[src/rtl/reg_file_sb_pkg.sv]
// reg_file_sb_pkg: shared defaults for the scoreboarded register file.
// DATA_W/ADDR_W defaults track the ID-stage register group width.
package reg_file_sb_pkg;
    localparam int DATA_W_DEF = 32;
    localparam int ADDR_W_DEF = 5;
    localparam int NRD_DEF    = 2;
    localparam int CNT_W_DEF  = 2;
    localparam int ZERO_REG   = 0;
endpackage

[src/rtl/reg_file_sb_if.sv]
// reg_file_sb_if: read, issue and write-back signals of the scoreboarded register file.
interface reg_file_sb_if import reg_file_sb_pkg::*; #(
    parameter int DATA_W = DATA_W_DEF,
    parameter int ADDR_W = ADDR_W_DEF,
    parameter int NRD    = NRD_DEF
) ();
    logic [NRD*ADDR_W-1:0] rd_addr;
    logic [NRD*DATA_W-1:0] rd_data;
    logic [NRD-1:0]        rd_busy;
    logic                  iss_vld;
    logic [ADDR_W-1:0]     iss_addr;
    logic                  iss_rdy;
    logic                  wr_en;
    logic [ADDR_W-1:0]     wr_addr;
    logic [DATA_W-1:0]     wr_data;
    logic                  err_unexp;
    modport master (
        output rd_addr, iss_vld, iss_addr, wr_en, wr_addr, wr_data,
        input  rd_data, rd_busy, iss_rdy, err_unexp
    );
    modport slave (
        input  rd_addr, iss_vld, iss_addr, wr_en, wr_addr, wr_data,
        output rd_data, rd_busy, iss_rdy, err_unexp
    );
endinterface

[src/rtl/reg_sb_cnt.sv]
// reg_sb_cnt: per-register outstanding-write counter, saturating at both ends.
module reg_sb_cnt #(
    parameter int CNT_W = 2
) (
    input  logic             clk,
    input  logic             rst,
    input  logic             inc,
    input  logic             dec,
    output logic [CNT_W-1:0] cnt,
    output logic             full,
    output logic             nz
);
    assign full = &cnt;
    assign nz   = |cnt;
    always_ff @(posedge clk or posedge rst) begin
        if (rst) cnt <= '0;
        else if (inc && !dec && !full) cnt <= cnt + CNT_W'(1);
        else if (dec && !inc && nz) cnt <= cnt - CNT_W'(1);
    end
endmodule

[src/rtl/reg_file_sb.sv]
// reg_file_sb: multi-port register file with outstanding-write scoreboard for RAW detection.
// Define REG_FILE_BYPASS_EN for write-through reads and same-cycle busy release.
module reg_file_sb import reg_file_sb_pkg::*; #(
    parameter int DATA_W = DATA_W_DEF,
    parameter int ADDR_W = ADDR_W_DEF,
    parameter int NRD    = NRD_DEF,
    parameter int CNT_W  = CNT_W_DEF
) (
    input logic          clk,
    input logic          rst,
    reg_file_sb_if.slave bus
);
    localparam int DEPTH = 2**ADDR_W;
    logic [DATA_W-1:0] mem [DEPTH];
    logic [CNT_W-1:0]  cnt [DEPTH];
    logic [DEPTH-1:0]  nz, full;
    logic              wr_go, iss_go, err_set, err_q;
    assign wr_go       = bus.wr_en && bus.wr_addr != ADDR_W'(ZERO_REG);
    assign bus.iss_rdy = bus.iss_addr == ADDR_W'(ZERO_REG) || !full[bus.iss_addr];
    assign iss_go      = bus.iss_vld && bus.iss_rdy;
    assign cnt[0]  = '0;
    assign nz[0]   = 1'b0;
    assign full[0] = 1'b0;
    // A same-cycle issue lets the write consume it, so the count nets out without error.
    assign err_set = wr_go && !nz[bus.wr_addr] && !(iss_go && bus.iss_addr == bus.wr_addr);
    assign bus.err_unexp = err_q;
    for (genvar r = 1; r < DEPTH; r++) begin : g_cnt
        logic inc, dec;
        assign inc = iss_go && bus.iss_addr == ADDR_W'(r);
        assign dec = wr_go && bus.wr_addr == ADDR_W'(r) && (nz[r] || inc);
        reg_sb_cnt #(.CNT_W(CNT_W)) u_cnt (
            .clk (clk),
            .rst (rst),
            .inc (inc),
            .dec (dec),
            .cnt (cnt[r]),
            .full(full[r]),
            .nz  (nz[r])
        );
    end
    always_ff @(posedge clk or posedge rst) begin
        if (rst) err_q <= 1'b0;
        else if (err_set) err_q <= 1'b1;
    end
    always_ff @(posedge clk or posedge rst) begin
        if (rst) for (int k = 0; k < DEPTH; k++) mem[k] <= '0;
        else if (wr_go) mem[bus.wr_addr] <= bus.wr_data;
    end
    for (genvar i = 0; i < NRD; i++) begin : g_rd
        logic [ADDR_W-1:0] a;
        assign a = bus.rd_addr[i*ADDR_W +: ADDR_W];
`ifdef REG_FILE_BYPASS_EN
        logic hit;
        assign hit = !rst && wr_go && bus.wr_addr == a;
        assign bus.rd_data[i*DATA_W +: DATA_W] = hit ? bus.wr_data : mem[a];
        assign bus.rd_busy[i] = nz[a] && !(hit && cnt[a] == CNT_W'(1));
`else
        assign bus.rd_data[i*DATA_W +: DATA_W] = mem[a];
        assign bus.rd_busy[i] = nz[a];
`endif
    end
endmodule

[src/flat_wrapper.sv]
// flat-port wrapper written by rule: the top's interface ports become plain ports
module reg_file_sb_flat import reg_file_sb_pkg::*;
#(
    parameter int DATA_W = DATA_W_DEF,
    parameter int ADDR_W = ADDR_W_DEF,
    parameter int NRD    = NRD_DEF,
    parameter int CNT_W  = CNT_W_DEF
)
  (clk, rst, bus_rd_addr, bus_iss_vld, bus_iss_addr, bus_wr_en, bus_wr_addr, bus_wr_data, bus_rd_data, bus_rd_busy, bus_iss_rdy, bus_err_unexp);
  reg_file_sb_if #(.DATA_W(DATA_W), .ADDR_W(ADDR_W), .NRD(NRD)) bus_i ();
  input logic clk;
  input logic rst;
  input wire logic [$bits(bus_i.rd_addr)-1:0] bus_rd_addr;
  input wire logic [$bits(bus_i.iss_vld)-1:0] bus_iss_vld;
  input wire logic [$bits(bus_i.iss_addr)-1:0] bus_iss_addr;
  input wire logic [$bits(bus_i.wr_en)-1:0] bus_wr_en;
  input wire logic [$bits(bus_i.wr_addr)-1:0] bus_wr_addr;
  input wire logic [$bits(bus_i.wr_data)-1:0] bus_wr_data;
  output wire logic [$bits(bus_i.rd_data)-1:0] bus_rd_data;
  output wire logic [$bits(bus_i.rd_busy)-1:0] bus_rd_busy;
  output wire logic [$bits(bus_i.iss_rdy)-1:0] bus_iss_rdy;
  output wire logic [$bits(bus_i.err_unexp)-1:0] bus_err_unexp;
  assign bus_i.rd_addr = bus_rd_addr;
  assign bus_i.iss_vld = bus_iss_vld;
  assign bus_i.iss_addr = bus_iss_addr;
  assign bus_i.wr_en = bus_wr_en;
  assign bus_i.wr_addr = bus_wr_addr;
  assign bus_i.wr_data = bus_wr_data;
  assign bus_rd_data = bus_i.rd_data;
  assign bus_rd_busy = bus_i.rd_busy;
  assign bus_iss_rdy = bus_i.iss_rdy;
  assign bus_err_unexp = bus_i.err_unexp;
  reg_file_sb #(.DATA_W(DATA_W), .ADDR_W(ADDR_W), .NRD(NRD), .CNT_W(CNT_W)) u_core (.clk(clk), .rst(rst), .bus(bus_i));
endmodule
[config.mk]
export PLATFORM = sky130hd
export DESIGN_NAME = reg_file_sb_flat
export DESIGN_NICKNAME = d
export VERILOG_FILES = /design/src/rtl/reg_file_sb_pkg.sv /design/src/rtl/reg_file_sb_if.sv /design/src/rtl/reg_sb_cnt.sv /design/src/rtl/reg_file_sb.sv /design/src/flat_wrapper.sv
export SDC_FILE = /design/constraint.sdc
export NUM_CORES = 2
export LEC_CHECK = 0
export BUFFER_PORTS_ARGS = -buffer_cell sky130_fd_sc_hd__buf_4
export CAP_MARGIN = 20
export CELL_PAD_IN_SITES_DETAIL_PLACEMENT = 0
export CELL_PAD_IN_SITES_GLOBAL_PLACEMENT = 1
export CORE_UTILIZATION = 49
export DETAILED_ROUTE_END_ITERATION = 8
export HOLD_SLACK_MARGIN = 0.06
export PLACE_DENSITY = 0.74
export SLEW_MARGIN = 5
export SYNTH_ARGS = -nofsm -noshare
export SYNTH_HDL_FRONTEND = slang
export SYNTH_SLANG_ARGS = --single-unit
[constraint.sdc]
create_clock -name clk -period 37.4 [get_ports clk]
set_input_delay 5.61 -clock clk [delete_from_list [all_inputs] [get_ports clk]]
set_output_delay 5.61 -clock clk [all_outputs]
set_load 0.02 [all_outputs]
==> impl_metrics.json <==
{
  "synth_common_cells": "dfrtp_1 (1087), mux2_2 (898), mux4_2 (661)",
  "tightest_slew_ns": 1.160,
  "cp-end-kind": "output port",
  "crit_slowest_cell": "buf_4",
  "grt_max_degree": 187,
  "finalSetupTns_ns": 0,
  "cts_max_path_buffers": 3,
  "clkTransAtPathRegs_ns": 0.06,
  "route.detailed.drc": 0,
  "r2r_start": "u_core.g_cnt[4].u_cnt.cnt[0]",
  "wl_per_cell_um": 30.71,
  "io_buffers": 123,
  "antenna_found_initial": 3,
  "dp_hpwl_mm": 91.39,
  "fmax_mhz": 66.04,
  "crit_fanout": 121,
  "ir_worst_vdd_v": 0.00003789,
  "cts_tree": "yes",
  "cp_data_required_time_ns": 31.79,
  "synth_top_area_cell": "dfrtp_1",
  "drive_gt1_share_pct": 49.47,
  "max_stage_delay_ns": 0.73,
  "setup.worst_path.start": "bus_rd_addr[6]",
  "die_area_um2": 121000,
  "via_per_inst": 6.574,
  "synth-edff-count": 0,
  "synth_nets": 4105,
  "status": "finished clean",
  "track_usage_pct": 28.95,
  "worstPathCellList": "buf_8 -> buf_12 -> buf_4 -> mux4_2 -> mux4_2 -> mux2_2 -> buf_4",
  "die_w_um": 347.8,
  "leakagePower_nw": 28.01,
  "cts-htree-levels": 3,
  "layout_min_cycle_time_ns": 15.14,
  "fin_worst_skew_ns": 0.01100,
  "setup_violations": 0,
  "cts-resized-gates": 0,
  "area_growth_pct": 10.09,
  "cp-start-kind": "input port",
  "ant_nets": 0,
  "hold_path.class": "register to register",
  "num_io_pins": 124,
  "routabilityCongestion": 0.8792,
  "power_density_nw_per_um2": 54.56,
  "period_share_pct": 40.49,
  "critical_path.top_delay_family": "buffers and inverters",
  "first_iter_violations": 3564,
  "synth_cell_types": 59,
  "firstDrtPassIters": 5,
  "slew_violations": 0,
  "grt.overflow.total": 0,
  "nets": 3986,
  "num_vias": 36595,
  "synthFlopType": "dfrtp_1",
  "dp_cells": 5342,
  "yosysSeqAreaShare_pct": 46.42,
  "syn_area_um2": 58600,
  "ys_ff_latch": 1087,
  "wl_mm": 170.9,
  "worstSkewPairLatency_ns": 0.71,
  "path_class": "input port to output port",
  "cts_hold_buf": 0,
  "async_flop_share_pct": 100.0,
  "synth.area.top_cells": "dfrtp_1 (46%), mux4_2 (25%), mux2_2 (17%)",
  "rows": 126,
  "relSlewSlack_pct": 22.68,
  "cts_made_buffers": 119,
  "reg2reg_slack_ns": 34.95,
  "rsz0062_at_grt": "no",
  "cts_root_buf": "clkbuf_16",
  "avgSynthCellArea_um2": 14.47,
  "arrival_ns": 9.53,
  "coreArea_um2": 118200,
  "initial_core_util_pct": 49.56,
  "cts_setup_buffers": 0,
  "yosysMostFrequentCell": "dfrtp_1",
  "syn_inst": 4049,
  "fin_cells": 5567,
  "cap_viol_max_count": 0,
  "clock_sinks": 1087,
  "worstHoldStart": "u_core.mem[1013]",
  "critPathBufInv": 4,
  "grt_pass1_vias": 37512,
  "yosysTopAreaCellShare_pct": 46.42,
  "grt_pass1_wl_mm": 256.7,
  "die_h_um": 347.8,
  "yosysWarnings": 0,
  "finalHoldViolCount": 0
}
## layout make-up
class / count / area, µm²
Timing Repair Buffer: 182 / 1489
Inverter: 31 / 123.9
Fill cell: 9539 / 53730
Tap cell: 1536 / 1922
Sequential cell: 1087 / 27200
Antenna cell: 2 / 5.005
Clock inverter: 53 / 529.3
Clock buffer: 167 / 3490
Multi-Input combinational cell: 2509 / 29750
## cells by family after synthesis
logic type | share of synthesized area (%)
AOI/OAI and AO/OA | 2.291
xor gates and xnor gates | 0.1046
buffers and inverters | 3.201
DFF | 46.42
muxes | 42.73
and+or+nand+nor | 5.257
## stage by stage
| stage | util (%) | instance area, µm² | total power, W | worst slack [ns] | hold slack [ns] |
|---|---|---|---|---|---|
| floorplan | - | 58600 | 0.002127 | 1.187 | 0.4413 |
| global placement | 51.10 | 60420 | 0.002309 | 22.26 | 0.3774 |
| detailed placement | 51.11 | 60430 | 0.002333 | 22.24 | 0.3833 |
| CTS | 54.51 | 64450 | 0.003539 | 22.24 | 0.3972 |
| global route | 54.56 | 64510 | 0.003675 | 22.01 | 0.4077 |
| finish | 54.56 | 64510 | 0.003520 | 22.26 | 0.3910 |
## layer usage
metal | wire (µm) | GRT usage [%]
met5 | 30 | 0
met4 | 5865 | 10.08
met3 | 12230 | 5.824
met2 | 80210 | 44.53
met1 | 72600 | 41.25
## state kept, by name, summed over array words and instances (netlist names)
register and count:
u_core.mem 1024, u_core.g_cnt.u_cnt.cnt 62, u_core.bus.err_unexp 1
## final timing paths
kind / to / cells past startpoint
hold / removal: u_core.mem[1013] / 0
hold reg to reg: u_core.mem[1013] / 0
min in group asynchronous: u_core.g_cnt[28].u_cnt.cnt[1] / 2
setup / recovery: bus_rd_data[38] / 7
setup reg to reg: u_core.g_cnt[4].u_cnt.cnt[0] / 6
max in group asynchronous: u_core.mem[1001] / 5
## worst register-to-register path: stages, from the launching register on
cell and delay [ns]:
dfrtp_1 0.42, a31oi_1 0.18, a311oi_1 0.10, o22ai_1 0.80, nor4b_1 0.53, o21ai_0 0.15, and2_1 0.15
## cell usage in the layout (no fill, tap or decap), types with 30 or more instances in the layout
cell type,Yosys,layout
dfrtp_1,1087,1087
mux4_2,661,661
mux2_2,898,898
clkinv_2,0,30
clkbuf_16,0,120
clkbuf_8,0,31
nor2_1,80,67
buf_4,6,168
a21oi_1,35,35
o21ai_0,45,45
nand2_1,538,523
## power breakdown
group	internal, W	switching (W)	total, W
Sequential	0.00140	0.000173	0.00157
Combinational	0.000452	0.000291	0.000743
Clock	0.000703	0.000502	0.00120
Total	0.00255	0.000965	0.00352
Power figures use the tool's default switching activity.
